### config.mk
export PLATFORM = sky130hd
export DESIGN_NAME = frag_splitter_flat
export DESIGN_NICKNAME = d
export VERILOG_FILES = /design/src/rtl/frag_splitter_pkg.sv /design/src/rtl/frag_splitter_if.sv /design/src/rtl/frag_splitter_buf.sv /design/src/rtl/frag_splitter.sv /design/src/flat_wrapper.sv
export SDC_FILE = /design/constraint.sdc
export NUM_CORES = 1
export LEC_CHECK = 0
export BUFFER_PORTS_ARGS = -buffer_cell sky130_fd_sc_hd__buf_2
export CAP_MARGIN = 0
export CELL_PAD_IN_SITES_DETAIL_PLACEMENT = 1
export CELL_PAD_IN_SITES_GLOBAL_PLACEMENT = 1
export CORE_MARGIN = 1
export CORE_UTILIZATION = 47
export CTS_CLUSTER_DIAMETER = 200
export DETAILED_ROUTE_END_ITERATION = 16
export PLACE_DENSITY_LB_ADDON = 0.1
export SETUP_SLACK_MARGIN = 0.5
export SYNTH_ARGS = -nofsm -noshare
export SYNTH_HDL_FRONTEND = slang
export SYNTH_SLANG_ARGS = --single-unit
### constraint.sdc
create_clock -name clk -period 6.7 [get_ports clk]
set_input_delay 0.335 -clock clk [delete_from_list [all_inputs] [get_ports clk]]
set_output_delay 0.335 -clock clk [all_outputs]
set_load 0.005 [all_outputs]
### src/rtl/frag_splitter_pkg.sv
// rtl/frag_splitter_pkg.sv - shared types, header layout and bounds for the fragmenter
package frag_pkg;

  typedef enum logic [1:0] {
    FILL  = 2'd0,
    HDR   = 2'd1,
    DRAIN = 2'd2
  } state_t;

  localparam int HDR_SEQ_LSB  = 24;
  localparam int HDR_IDX_LSB  = 17;
  localparam int HDR_LAST_BIT = 16;
  localparam int HDR_LEN_LSB  = 0;

  localparam int FRAG_WORDS_MIN = 1;
  localparam int FRAG_WORDS_MAX = 64;

  // Wide enough to hold FRAG_WORDS_MAX, i.e. one past the largest buffer index.
  localparam int IDX_W = 7;

  function automatic logic [31:0] pack_hdr(input logic [7:0]  seq,
                                           input logic [6:0]  idx,
                                           input logic        last,
                                           input logic [15:0] len);
    logic [31:0] h;
    h = '0;
    h[HDR_SEQ_LSB +: 8]  = seq;
    h[HDR_IDX_LSB +: 7]  = idx;
    h[HDR_LAST_BIT]      = last;
    h[HDR_LEN_LSB +: 16] = len;
    return h;
  endfunction

endpackage

### src/rtl/frag_splitter_if.sv
// rtl/frag_splitter_if.sv - input beat stream and output fragment stream of the fragmenter
interface frag_splitter_if;
  logic [31:0] din;
  logic [2:0]  din_bytes;
  logic        din_last;
  logic        din_valid;
  logic        din_ready;
  logic [31:0] dout;
  logic [2:0]  dout_bytes;
  logic        dout_sof;
  logic        dout_eof;
  logic        dout_valid;
  logic        dout_ready;
  logic        err;

  modport slave (
    input  din, din_bytes, din_last, din_valid, dout_ready,
    output din_ready, dout, dout_bytes, dout_sof, dout_eof, dout_valid, err
  );

  modport master (
    output din, din_bytes, din_last, din_valid, dout_ready,
    input  din_ready, dout, dout_bytes, dout_sof, dout_eof, dout_valid, err
  );
endinterface

### src/rtl/frag_splitter_buf.sv
// rtl/frag_splitter_buf.sv - fragment payload register file, sync write, comb read
module frag_buf
  import frag_pkg::*;
#(
  parameter int DEPTH = 8
) (
  input  logic             clk,
  input  logic             wr_en,
  input  logic [IDX_W-1:0] wr_idx,
  input  logic [31:0]      wr_data,
  input  logic [IDX_W-1:0] rd_idx,
  output logic [31:0]      rd_data
);

  logic [31:0] mem [DEPTH];

  always_ff @(posedge clk) begin
    for (int i = 0; i < DEPTH; i++) begin
      if (wr_en && wr_idx == IDX_W'(i)) mem[i] <= wr_data;
    end
  end

  // Out-of-range indices read as zero; the drain side looks one past the end on its final word.
  always_comb begin
    rd_data = '0;
    for (int i = 0; i < DEPTH; i++) begin
      if (rd_idx == IDX_W'(i)) rd_data = mem[i];
    end
  end

endmodule

### src/rtl/frag_splitter.sv
// rtl/frag_splitter.sv - store-and-forward packet fragmenter with header insertion
module frag_splitter
  import frag_pkg::*;
#(
  parameter int FRAG_WORDS = 8,
  parameter int SEQ_W      = 8
) (
  input logic            clk,
  input logic            rst_n,
  frag_splitter_if.slave bus
);

  if (FRAG_WORDS < FRAG_WORDS_MIN || FRAG_WORDS > FRAG_WORDS_MAX) begin : g_bad_depth
    $error("frag_splitter: FRAG_WORDS out of range");
  end

  state_t           state, state_n;
  logic [IDX_W-1:0] wcnt, wcnt_n, rcnt, rcnt_n, rd_idx;
  logic [15:0]      frag_len, frag_len_n, len_sum;
  logic             last_frag, last_frag_n;
  logic [2:0]       last_bytes, last_bytes_n;
  logic [SEQ_W-1:0] pkt_seq, pkt_seq_n;
  logic [6:0]       frag_idx, frag_idx_n;
  logic             err_q, err_n;
  logic [31:0]      out_data, out_data_n, rd_data;
  logic [2:0]       out_bytes, out_bytes_n;
  logic             out_sof, out_sof_n, out_eof, out_eof_n, out_valid, out_valid_n;
  logic             accept, beat_ok, closing;
  logic [2:0]       eff_bytes;

  assign bus.din_ready  = (state == FILL) && rst_n;
  assign bus.dout       = out_data;
  assign bus.dout_bytes = out_bytes;
  assign bus.dout_sof   = out_sof;
  assign bus.dout_eof   = out_eof;
  assign bus.dout_valid = out_valid;
  assign bus.err        = err_q;

  assign accept = bus.din_valid && bus.din_ready;

  // Only the packet's last beat may be partial; anything else is flagged and counted as full.
  always_comb begin
    beat_ok   = bus.din_last ? (bus.din_bytes >= 3'd1 && bus.din_bytes <= 3'd4)
                             : (bus.din_bytes == 3'd4);
    eff_bytes = beat_ok ? bus.din_bytes : 3'd4;
    closing   = bus.din_last || (wcnt == IDX_W'(FRAG_WORDS - 1));
    len_sum   = frag_len + 16'(eff_bytes);
  end

  frag_buf #(.DEPTH(FRAG_WORDS)) u_buf (
    .clk     (clk),
    .wr_en   (accept),
    .wr_idx  (wcnt),
    .wr_data (bus.din),
    .rd_idx  (rd_idx),
    .rd_data (rd_data)
  );

  always_comb begin
    state_n      = state;
    wcnt_n       = wcnt;
    rcnt_n       = rcnt;
    frag_len_n   = frag_len;
    last_frag_n  = last_frag;
    last_bytes_n = last_bytes;
    pkt_seq_n    = pkt_seq;
    frag_idx_n   = frag_idx;
    err_n        = err_q;
    out_data_n   = out_data;
    out_bytes_n  = out_bytes;
    out_sof_n    = out_sof;
    out_eof_n    = out_eof;
    out_valid_n  = out_valid;
    rd_idx       = '0;
    unique case (state)
      FILL: begin
        if (accept) begin
          if (!beat_ok) err_n = 1'b1;
          frag_len_n = len_sum;
          if (closing) begin
            last_frag_n  = bus.din_last;
            last_bytes_n = eff_bytes;
            state_n      = HDR;
            out_data_n   = pack_hdr(pkt_seq, frag_idx, bus.din_last, len_sum);
            out_bytes_n  = 3'd4;
            out_sof_n    = 1'b1;
            out_eof_n    = 1'b0;
            out_valid_n  = 1'b1;
          end else begin
            wcnt_n = wcnt + 1'b1;
          end
        end
      end
      HDR: begin
        if (bus.dout_ready) begin
          rcnt_n      = '0;
          state_n     = DRAIN;
          out_data_n  = rd_data;
          out_bytes_n = (wcnt == '0) ? last_bytes : 3'd4;
          out_sof_n   = 1'b0;
          out_eof_n   = (wcnt == '0);
        end
      end
      DRAIN: begin
        // Prefetch the word after the one on dout so the next handshake can load it.
        rd_idx = rcnt + 1'b1;
        if (bus.dout_ready) begin
          if (rcnt == wcnt) begin
            if (last_frag) begin
              pkt_seq_n  = pkt_seq + 1'b1;
              frag_idx_n = '0;
            end else begin
              frag_idx_n = frag_idx + 1'b1;
            end
            wcnt_n      = '0;
            frag_len_n  = '0;
            state_n     = FILL;
            out_data_n  = '0;
            out_bytes_n = '0;
            out_eof_n   = 1'b0;
            out_valid_n = 1'b0;
          end else begin
            rcnt_n      = rcnt + 1'b1;
            out_data_n  = rd_data;
            out_bytes_n = ((rcnt + 1'b1) == wcnt) ? last_bytes : 3'd4;
            out_eof_n   = ((rcnt + 1'b1) == wcnt);
          end
        end
      end
      default: state_n = FILL;
    endcase
  end

  always_ff @(posedge clk) begin
    if (!rst_n) begin
      state      <= FILL;
      wcnt       <= '0;
      rcnt       <= '0;
      frag_len   <= '0;
      last_frag  <= 1'b0;
      last_bytes <= '0;
      pkt_seq    <= '0;
      frag_idx   <= '0;
      err_q      <= 1'b0;
      out_data   <= '0;
      out_bytes  <= '0;
      out_sof    <= 1'b0;
      out_eof    <= 1'b0;
      out_valid  <= 1'b0;
    end else begin
      state      <= state_n;
      wcnt       <= wcnt_n;
      rcnt       <= rcnt_n;
      frag_len   <= frag_len_n;
      last_frag  <= last_frag_n;
      last_bytes <= last_bytes_n;
      pkt_seq    <= pkt_seq_n;
      frag_idx   <= frag_idx_n;
      err_q      <= err_n;
      out_data   <= out_data_n;
      out_bytes  <= out_bytes_n;
      out_sof    <= out_sof_n;
      out_eof    <= out_eof_n;
      out_valid  <= out_valid_n;
    end
  end

endmodule
### src/flat_wrapper.sv
// flat-port wrapper written by rule: the top's interface ports become plain ports
module frag_splitter_flat import frag_pkg::*;
#(
  parameter int FRAG_WORDS = 8,
  parameter int SEQ_W      = 8
)
  (clk, rst_n, bus_din, bus_din_bytes, bus_din_last, bus_din_valid, bus_dout_ready, bus_din_ready, bus_dout, bus_dout_bytes, bus_dout_sof, bus_dout_eof, bus_dout_valid, bus_err);
  frag_splitter_if bus_i ();
  input logic clk;
  input logic rst_n;
  input wire logic [$bits(bus_i.din)-1:0] bus_din;
  input wire logic [$bits(bus_i.din_bytes)-1:0] bus_din_bytes;
  input wire logic [$bits(bus_i.din_last)-1:0] bus_din_last;
  input wire logic [$bits(bus_i.din_valid)-1:0] bus_din_valid;
  input wire logic [$bits(bus_i.dout_ready)-1:0] bus_dout_ready;
  output wire logic [$bits(bus_i.din_ready)-1:0] bus_din_ready;
  output wire logic [$bits(bus_i.dout)-1:0] bus_dout;
  output wire logic [$bits(bus_i.dout_bytes)-1:0] bus_dout_bytes;
  output wire logic [$bits(bus_i.dout_sof)-1:0] bus_dout_sof;
  output wire logic [$bits(bus_i.dout_eof)-1:0] bus_dout_eof;
  output wire logic [$bits(bus_i.dout_valid)-1:0] bus_dout_valid;
  output wire logic [$bits(bus_i.err)-1:0] bus_err;
  assign bus_i.din = bus_din;
  assign bus_i.din_bytes = bus_din_bytes;
  assign bus_i.din_last = bus_din_last;
  assign bus_i.din_valid = bus_din_valid;
  assign bus_i.dout_ready = bus_dout_ready;
  assign bus_din_ready = bus_i.din_ready;
  assign bus_dout = bus_i.dout;
  assign bus_dout_bytes = bus_i.dout_bytes;
  assign bus_dout_sof = bus_i.dout_sof;
  assign bus_dout_eof = bus_i.dout_eof;
  assign bus_dout_valid = bus_i.dout_valid;
  assign bus_err = bus_i.err;
  frag_splitter #(.FRAG_WORDS(FRAG_WORDS), .SEQ_W(SEQ_W)) u_core (.clk(clk), .rst_n(rst_n), .bus(bus_i));
endmodule
== Word level (Yosys, flattened, before mapping) ==
Memory sizes are Yosys's and may differ from the RTL's.
Cells that the tools add are included.
Word-level totals
  flip-flop bits (word level): 90
  bits in writable memories: 256
  input port bits: 40
  output and inout port bits: 40
  logic and storage cells: 181
  memories kept: 1
Cells by class
  $add $sub $neg: 5
  order comparisons: 2
  equality and inequality tests: 26
  muxes and demuxes: 95
  bitwise logic cells: 1
  reductions and logical operators: 37
Memories
  u_core.u_buf.mem: words 8, width 32, rd ports 8, clocked after memory_dff 0, write ports 1, line frag_splitter_buf.sv:15  | logic [31:0] mem [DEPTH];
Operator list (count)
  32-bit 2-to-1 mux: 20
  32-bit OR reduction: 7
  32-bit case mux with 3 select lines: 1
  7-bit 2-to-1 mux: 9
  7-bit by 3-bit == test with 1-bit output (second input constant): 8
  16-bit 2-to-1 mux: 3
  3-bit 2-to-1 mux: 15
  1-bit 2-to-1 mux: 34
  16-bit case mux with 2 select lines: 1
  7-bit by 2-bit == test with 1-bit output (second input constant): 4
  7-bit case mux with 2 select lines: 2
  7-bit by 1-bit adder with 7-bit output (second input constant): 3
  5-bit AND reduction: 4
  16-bit by 3-bit adder with 16-bit output: 1
  4-bit AND reduction: 4
  7-bit by 1-bit == test with 1-bit output (second input constant): 2
  7-bit == test: 2
  7-bit logical NOT: 2
  1-bit logical AND: 11
  2-bit 2-to-1 mux: 5
  2-bit inequality test (second input constant): 5
  3-bit case mux with 3 select lines: 1
  3-bit AND reduction: 3
  8-bit by 1-bit adder with 8-bit output (second input constant): 1
  14 further kinds: 18

== Logic depth before layout (Yosys ltp) ==
  word-level depth: 14
  depth in mapped cells: 11
  mapped depth without buffers: 11

== By module ==
From an unflattened synthesis, not the netlist that was laid out.
Second synthesis, totals
  cell total of the unflattened synthesis: 1236
  area total of the unflattened synthesis: 15114.5 µm²
Modules (own cells, without submodules)
  frag_buf: instances 1, cells each 665, area an instance 10254.8 µm², sequential area each 7687.4 µm²
  frag_splitter: instances 1, cells each 571, area an instance 4859.7 µm², sequential area each 1801.7 µm²

== Worst setup path before layout ==
OpenSTA, ideal clock, no wires.
  path type: flip-flop to flip-flop
  start point: reg u_core.state[0]
  end point: mem u_core.u_buf.mem[3][4] (netlist: u_core.u_buf.mem[0][100]), enable pin
  setup time: 0.461 ns
  arrival time: 3.284 ns
  required time: 6.239 ns
  slack: 2.955 ns
  stages on the path, launching flop included: 7
  clock period less this slack: 3.745 ns
  cells stage by stage: dfxtp_1 -> inv_1 -> ha_1 -> and3_1 -> clkbuf_1 -> nand2_1 -> nor3_1
Between the ends
  word-level cells in the longest chain between the ends: 14
  elaborated cells on any way between the ends: 48
RTL lines
  start, declared: line frag_splitter.sv:17  | state_t state, state_n;
  start signal, assigned: line frag_splitter.sv:151  | state <= state_n;
  2-bit logical NOT (*): line frag_splitter.sv:31  | assign bus.din_ready = (state == FILL) && rst_n;
  1-bit logical AND (*): line frag_splitter.sv:31
  1-bit logical AND (*): line frag_splitter.sv:39  | assign accept = bus.din_valid && bus.din_ready;
  1-bit logical AND: line frag_splitter_buf.sv:19  | if (wr_en && wr_idx == IDX_W'(i)) mem[i] <= wr_data;
  1-bit 2-to-1 mux: line frag_splitter_buf.sv:19
  1-bit 2-to-1 mux (implied by the code): line frag_splitter_buf.sv:19
  32-bit OR reduction (no source line)
  3-bit 2-to-1 mux (no source line) / 1-bit 2-to-1 mux (equally long branches) (7 in a row)
  end, declared: line frag_splitter_buf.sv:15
Every way passes the cells marked *; elsewhere a longest branch is shown, timed or not.

== Final worst setup path ==
  start point: reg u_core.rcnt[1]
  end point: reg u_core.out_data[23] (netlist: u_core.bus.dout[23])
Between the ends
  word-level cells in the longest chain between the ends: 14
  elaborated cells on any way between the ends: 23
RTL lines
  start, declared: line frag_splitter.sv:18  | logic [IDX_W-1:0] wcnt, wcnt_n, rcnt, rcnt_n, rd_idx;
  start signal, assigned: line frag_splitter.sv:153  | rcnt <= rcnt_n;
  7-bit by 1-bit adder with 7-bit output: line frag_splitter.sv:106  | rd_idx = rcnt + 1'b1;
  7-bit 2-to-1 mux: line frag_splitter.sv:75  | unique case (state)
  7-bit logical NOT: line frag_splitter_buf.sv:27  | if (rd_idx == IDX_W'(i)) rd_data = mem[i];
  32-bit 2-to-1 mux (8 in a row): line frag_splitter_buf.sv:27
  32-bit 2-to-1 mux: line frag_splitter.sv:108  | if (rcnt == wcnt) begin
  32-bit 2-to-1 mux: line frag_splitter.sv:107  | if (bus.dout_ready) begin
  32-bit case mux with 3 select lines (*): line frag_splitter.sv:75
  end signal, assigned: line frag_splitter.sv:160  | out_data <= out_data_n;
  end, declared: line frag_splitter.sv:25  | logic [31:0] out_data, out_data_n, rd_data;
Every way passes the cells marked *; elsewhere a longest branch is shown, timed or not. The select of a mux whose other input is x is not followed.
A chain may end at the register's enable or synchronous reset.

==> run summary <==
Initial antenna violation count - 0
Max-cap viol count - 0
Antenna viol nets, final - 0
Number of synthesized flops with an enable pin - 256
CTS Hold Bufs - 0
Ys flop type - edfxtp_1
Yosys cell types - 80
Ports - 80
Slew margin rel. - 25.7%
# DRC - 0
R2R Path Start - u_core.rcnt[1]
Critical path class - reg -> reg
Final hold viol count - 0
Flop2flop setup slack - 2.76 ns
Max H-tree Level - 2
RR Endpoint - u_core.bus.dout[23]
Hold worst-path end - u_core.u_buf.mem[1][120]
Post-layout minimum cycle time - 3.94 ns
Worst EP arrival - 4.37 ns
Routed WL per cell - 25.5 microns
Critical path endpoint category - register
Leak - 5.61 nW
Highest-count cells in the layout ignoring fill and taps - edfxtp_1 (256), nand2_1 (89), dfxtp_1 (89), buf_2 (79), o21ai_0 (67)
Setup violators final - 0
1st-pass router iterations - 5
Worst-Skew Late Latency - 0.52 ns
Post-CTS setup buffers - 0
Synthesized area - 14700 sq um
Cells on Worst Hold Path - 1
HP Class - in -> reg
Port bufs - 79
Starting Density - 47.9%
Worst reg2reg path depth - 9
Final core occ - 54.4%
Share of cells above drive strength 1 - 17.0%
Clk_skew - 0.0139 ns
Pwr Density - 305 nW/um^2
Vias in the first global route - 10200
Reg clk slew, reported paths - 0.06 ns
CTS Root Buffer Type - clkbuf_16
Gr usage total - 26.7%
CP Launch Type - register
Reg area - 9490 sq um
Critical path peak fanout - 15
Dominant cells by area after synthesis - edfxtp_1 (52%), dfxtp_1 (12%), mux2i_1 (2.5%), o21ai_0 (2.3%), nand2_1 (2.3%)
N_diodes - 0
Yosys reg bits - 346
Total CTS buffers - 38
Max Root-Sink Buffers - 3
Final Slew Violations - 0
Final #Nets - 1279
Outcome - completed
Routed vias/inst - 6.09
Routed wire length - 42.0 mm
Die H - 179 microns
Worst EP required - 7.13 ns
First-pass GRT wire length - 62.7 mm
Fill cell count - 3098
Period utilization - 58.8%
Area growth syn-to-layout - 13.4%
Worst-Margin Slew - 1.11 ns
DIE WIDTH - 179 microns
CTS tree - done
FP Rows - 64
Clk sinks - 346
Synth warnings - 0
Area after DPL - 15500 sq um
Final instance area - 16700 sq um
Syn_area_per_cell - 12.8 sq um
Layout Cells excl Fill - 1645
Final HPWL from detailed placement - 25.8 mm
Post-synth ARST share - 0%
Syn Inst Count - 1147
Commonest non-fill, non-tap cell in the layout - edfxtp_1
Sequential share of the synthesized area - 64.5%
Max frequency - 0.254 GHz
Worst min-delay path startpoint - bus_din[24]
Synth area leader - edfxtp_1
Total number of vias - 10000
GRT Residual Overflow - 0
Setup TNS - 0 ns
Die ar. - 32000 sq um
RSZ-0062 raised after global routing - false
Top cell type's share of synthesized area - 52.3%
Placer congestion estimate - 0.804
DRT iter0 DRCs - 695
CORE AREA - 30700 sq um
Syn Nets - 1203
CTS resizes - 0
Max VDD drop - 0.289 mV
Largest net degree at the start of global routing - 66
Footprint of the multi-input gates - 4900 sq um
Placed cells - 1579
cells in the mapped netlist, types with 4 or more instances:
| master | count |
|---|---|
| a211oi_1 | 7 |
| a21boi_0 | 9 |
| a21o_1 | 5 |
| a21oi_1 | 57 |
| a221oi_1 | 18 |
| a222oi_1 | 4 |
| a22o_1 | 9 |
| a22oi_1 | 26 |
| a2bb2oi_1 | 4 |
| a31oi_1 | 9 |
| and2_1 | 10 |
| and3_1 | 8 |
| buf_2 | 17 |
| buf_4 | 9 |
| clkbuf_1 | 36 |
| dfxtp_1 | 90 |
| edfxtp_1 | 256 |
| ha_1 | 15 |
| inv_1 | 17 |
| mux2_2 | 24 |
| mux2i_1 | 37 |
| nand2_1 | 89 |
| nand3_1 | 25 |
| nand3b_1 | 15 |
| nand4_1 | 9 |
| nor2_1 | 68 |
| nor2b_1 | 11 |
| nor3_1 | 18 |
| nor4_1 | 5 |
| o211a_1 | 7 |
| o21a_1 | 7 |
| o21ai_0 | 67 |
| o21ai_1 | 14 |
| o221ai_1 | 14 |
| o22ai_1 | 17 |
| o31ai_1 | 6 |
| or3_1 | 7 |
| xnor2_1 | 27 |
| xor2_1 | 17 |
worst max-delay path: stages, from the launching register on:
cell and delay (ns):
dfxtp_1 0.61, ha_1 0.57, nand3_1 0.16, xor2_1 0.54
o211ai_2 0.59, nor2_1 0.55, buf_4 0.31, a221o_1 0.20
o221ai_1 0.10, o21ai_0 0.21
final cells by class:
type,count,area share [%]
inverters,18,0.405
well taps,396,2.97
repair buffers,100,3.32
multi-input cells,719,29.4
clock inverters,21,1.12
flip-flops and latches,346,56.9
clock buffers,45,5.86
where the power goes:
group	switching (mW)	internal [mW]	total, mW
clock	0.827	1.16	1.98
combinational	0.459	0.211	0.669
sequential	0.0441	2.38	2.43
logic make-up after synthesis:
| group | share of synthesized area (%) |
|---|---|
| fa+ha+maj | 1.41 |
| simple gates | 10.2 |
| xor+xnor | 2.73 |
| buf+inv | 2.52 |
| compound gates | 14.3 |
| flops | 64.5 |
| mux | 4.36 |
routing by layer:
| metal | up-vias | routed length [microns] | GRT usage (%) |
|---|---|---|---|
| li1 | 4534 | - | - |
| met1 | 5103 | 18800 | 36.7 |
| met2 | 311 | 19900 | 44.0 |
| met3 | 69 | 2150 | 3.46 |
| met4 | 0 | 1130 | 8.33 |
| met5 | - | 0 | 0 |
how the worst max path moves through the flow:
| stage | slack, ns | startpoint | end | depth (start not counted) |
|---|---|---|---|---|
| floorplan | 2.96 | u_core.state[0] | u_core.u_buf.mem[0][100] | 6 |
| global placement | 2.95 | u_core.rcnt[0] | u_core.bus.dout[25] | 10 |
| detailed placement | 2.88 | u_core.rcnt[0] | u_core.bus.dout[3] | 9 |
| CTS | 2.84 | u_core.rcnt[1] | u_core.bus.dout[23] | 9 |
| global route | 2.53 | u_core.rcnt[1] | u_core.bus.dout[23] | 9 |
| finish | 2.76 | u_core.rcnt[1] | u_core.bus.dout[23] | 9 |
through the flow:
step           hold slack (ns)  setup slack [ns]  total power [mW]
2_1_floorplan            0.434              2.96              2.86
3_3_place_gp             0.443              2.95              3.12
3_5_place_dp             0.456              2.88              3.13
4_1_cts                 0.0606              2.84              5.11
5_1_grt                 0.0834              2.53              5.24
6_report                0.0809              2.76              5.08
flip-flops by register name, summed over array words and instances (netlist names):
name and cells:
u_core.bus.dout 32, u_core.bus.dout_bytes 3, u_core.bus.dout_eof 1, u_core.bus.dout_sof 1, u_core.bus.dout_valid 1, u_core.bus.err 1, u_core.frag_idx 7, u_core.frag_len 16
u_core.last_bytes 3, u_core.last_frag 1, u_core.pkt_seq 8, u_core.rcnt 7, u_core.state 2, u_core.u_buf.mem 256, u_core.wcnt 7
(Power assumes the default switching activity.)
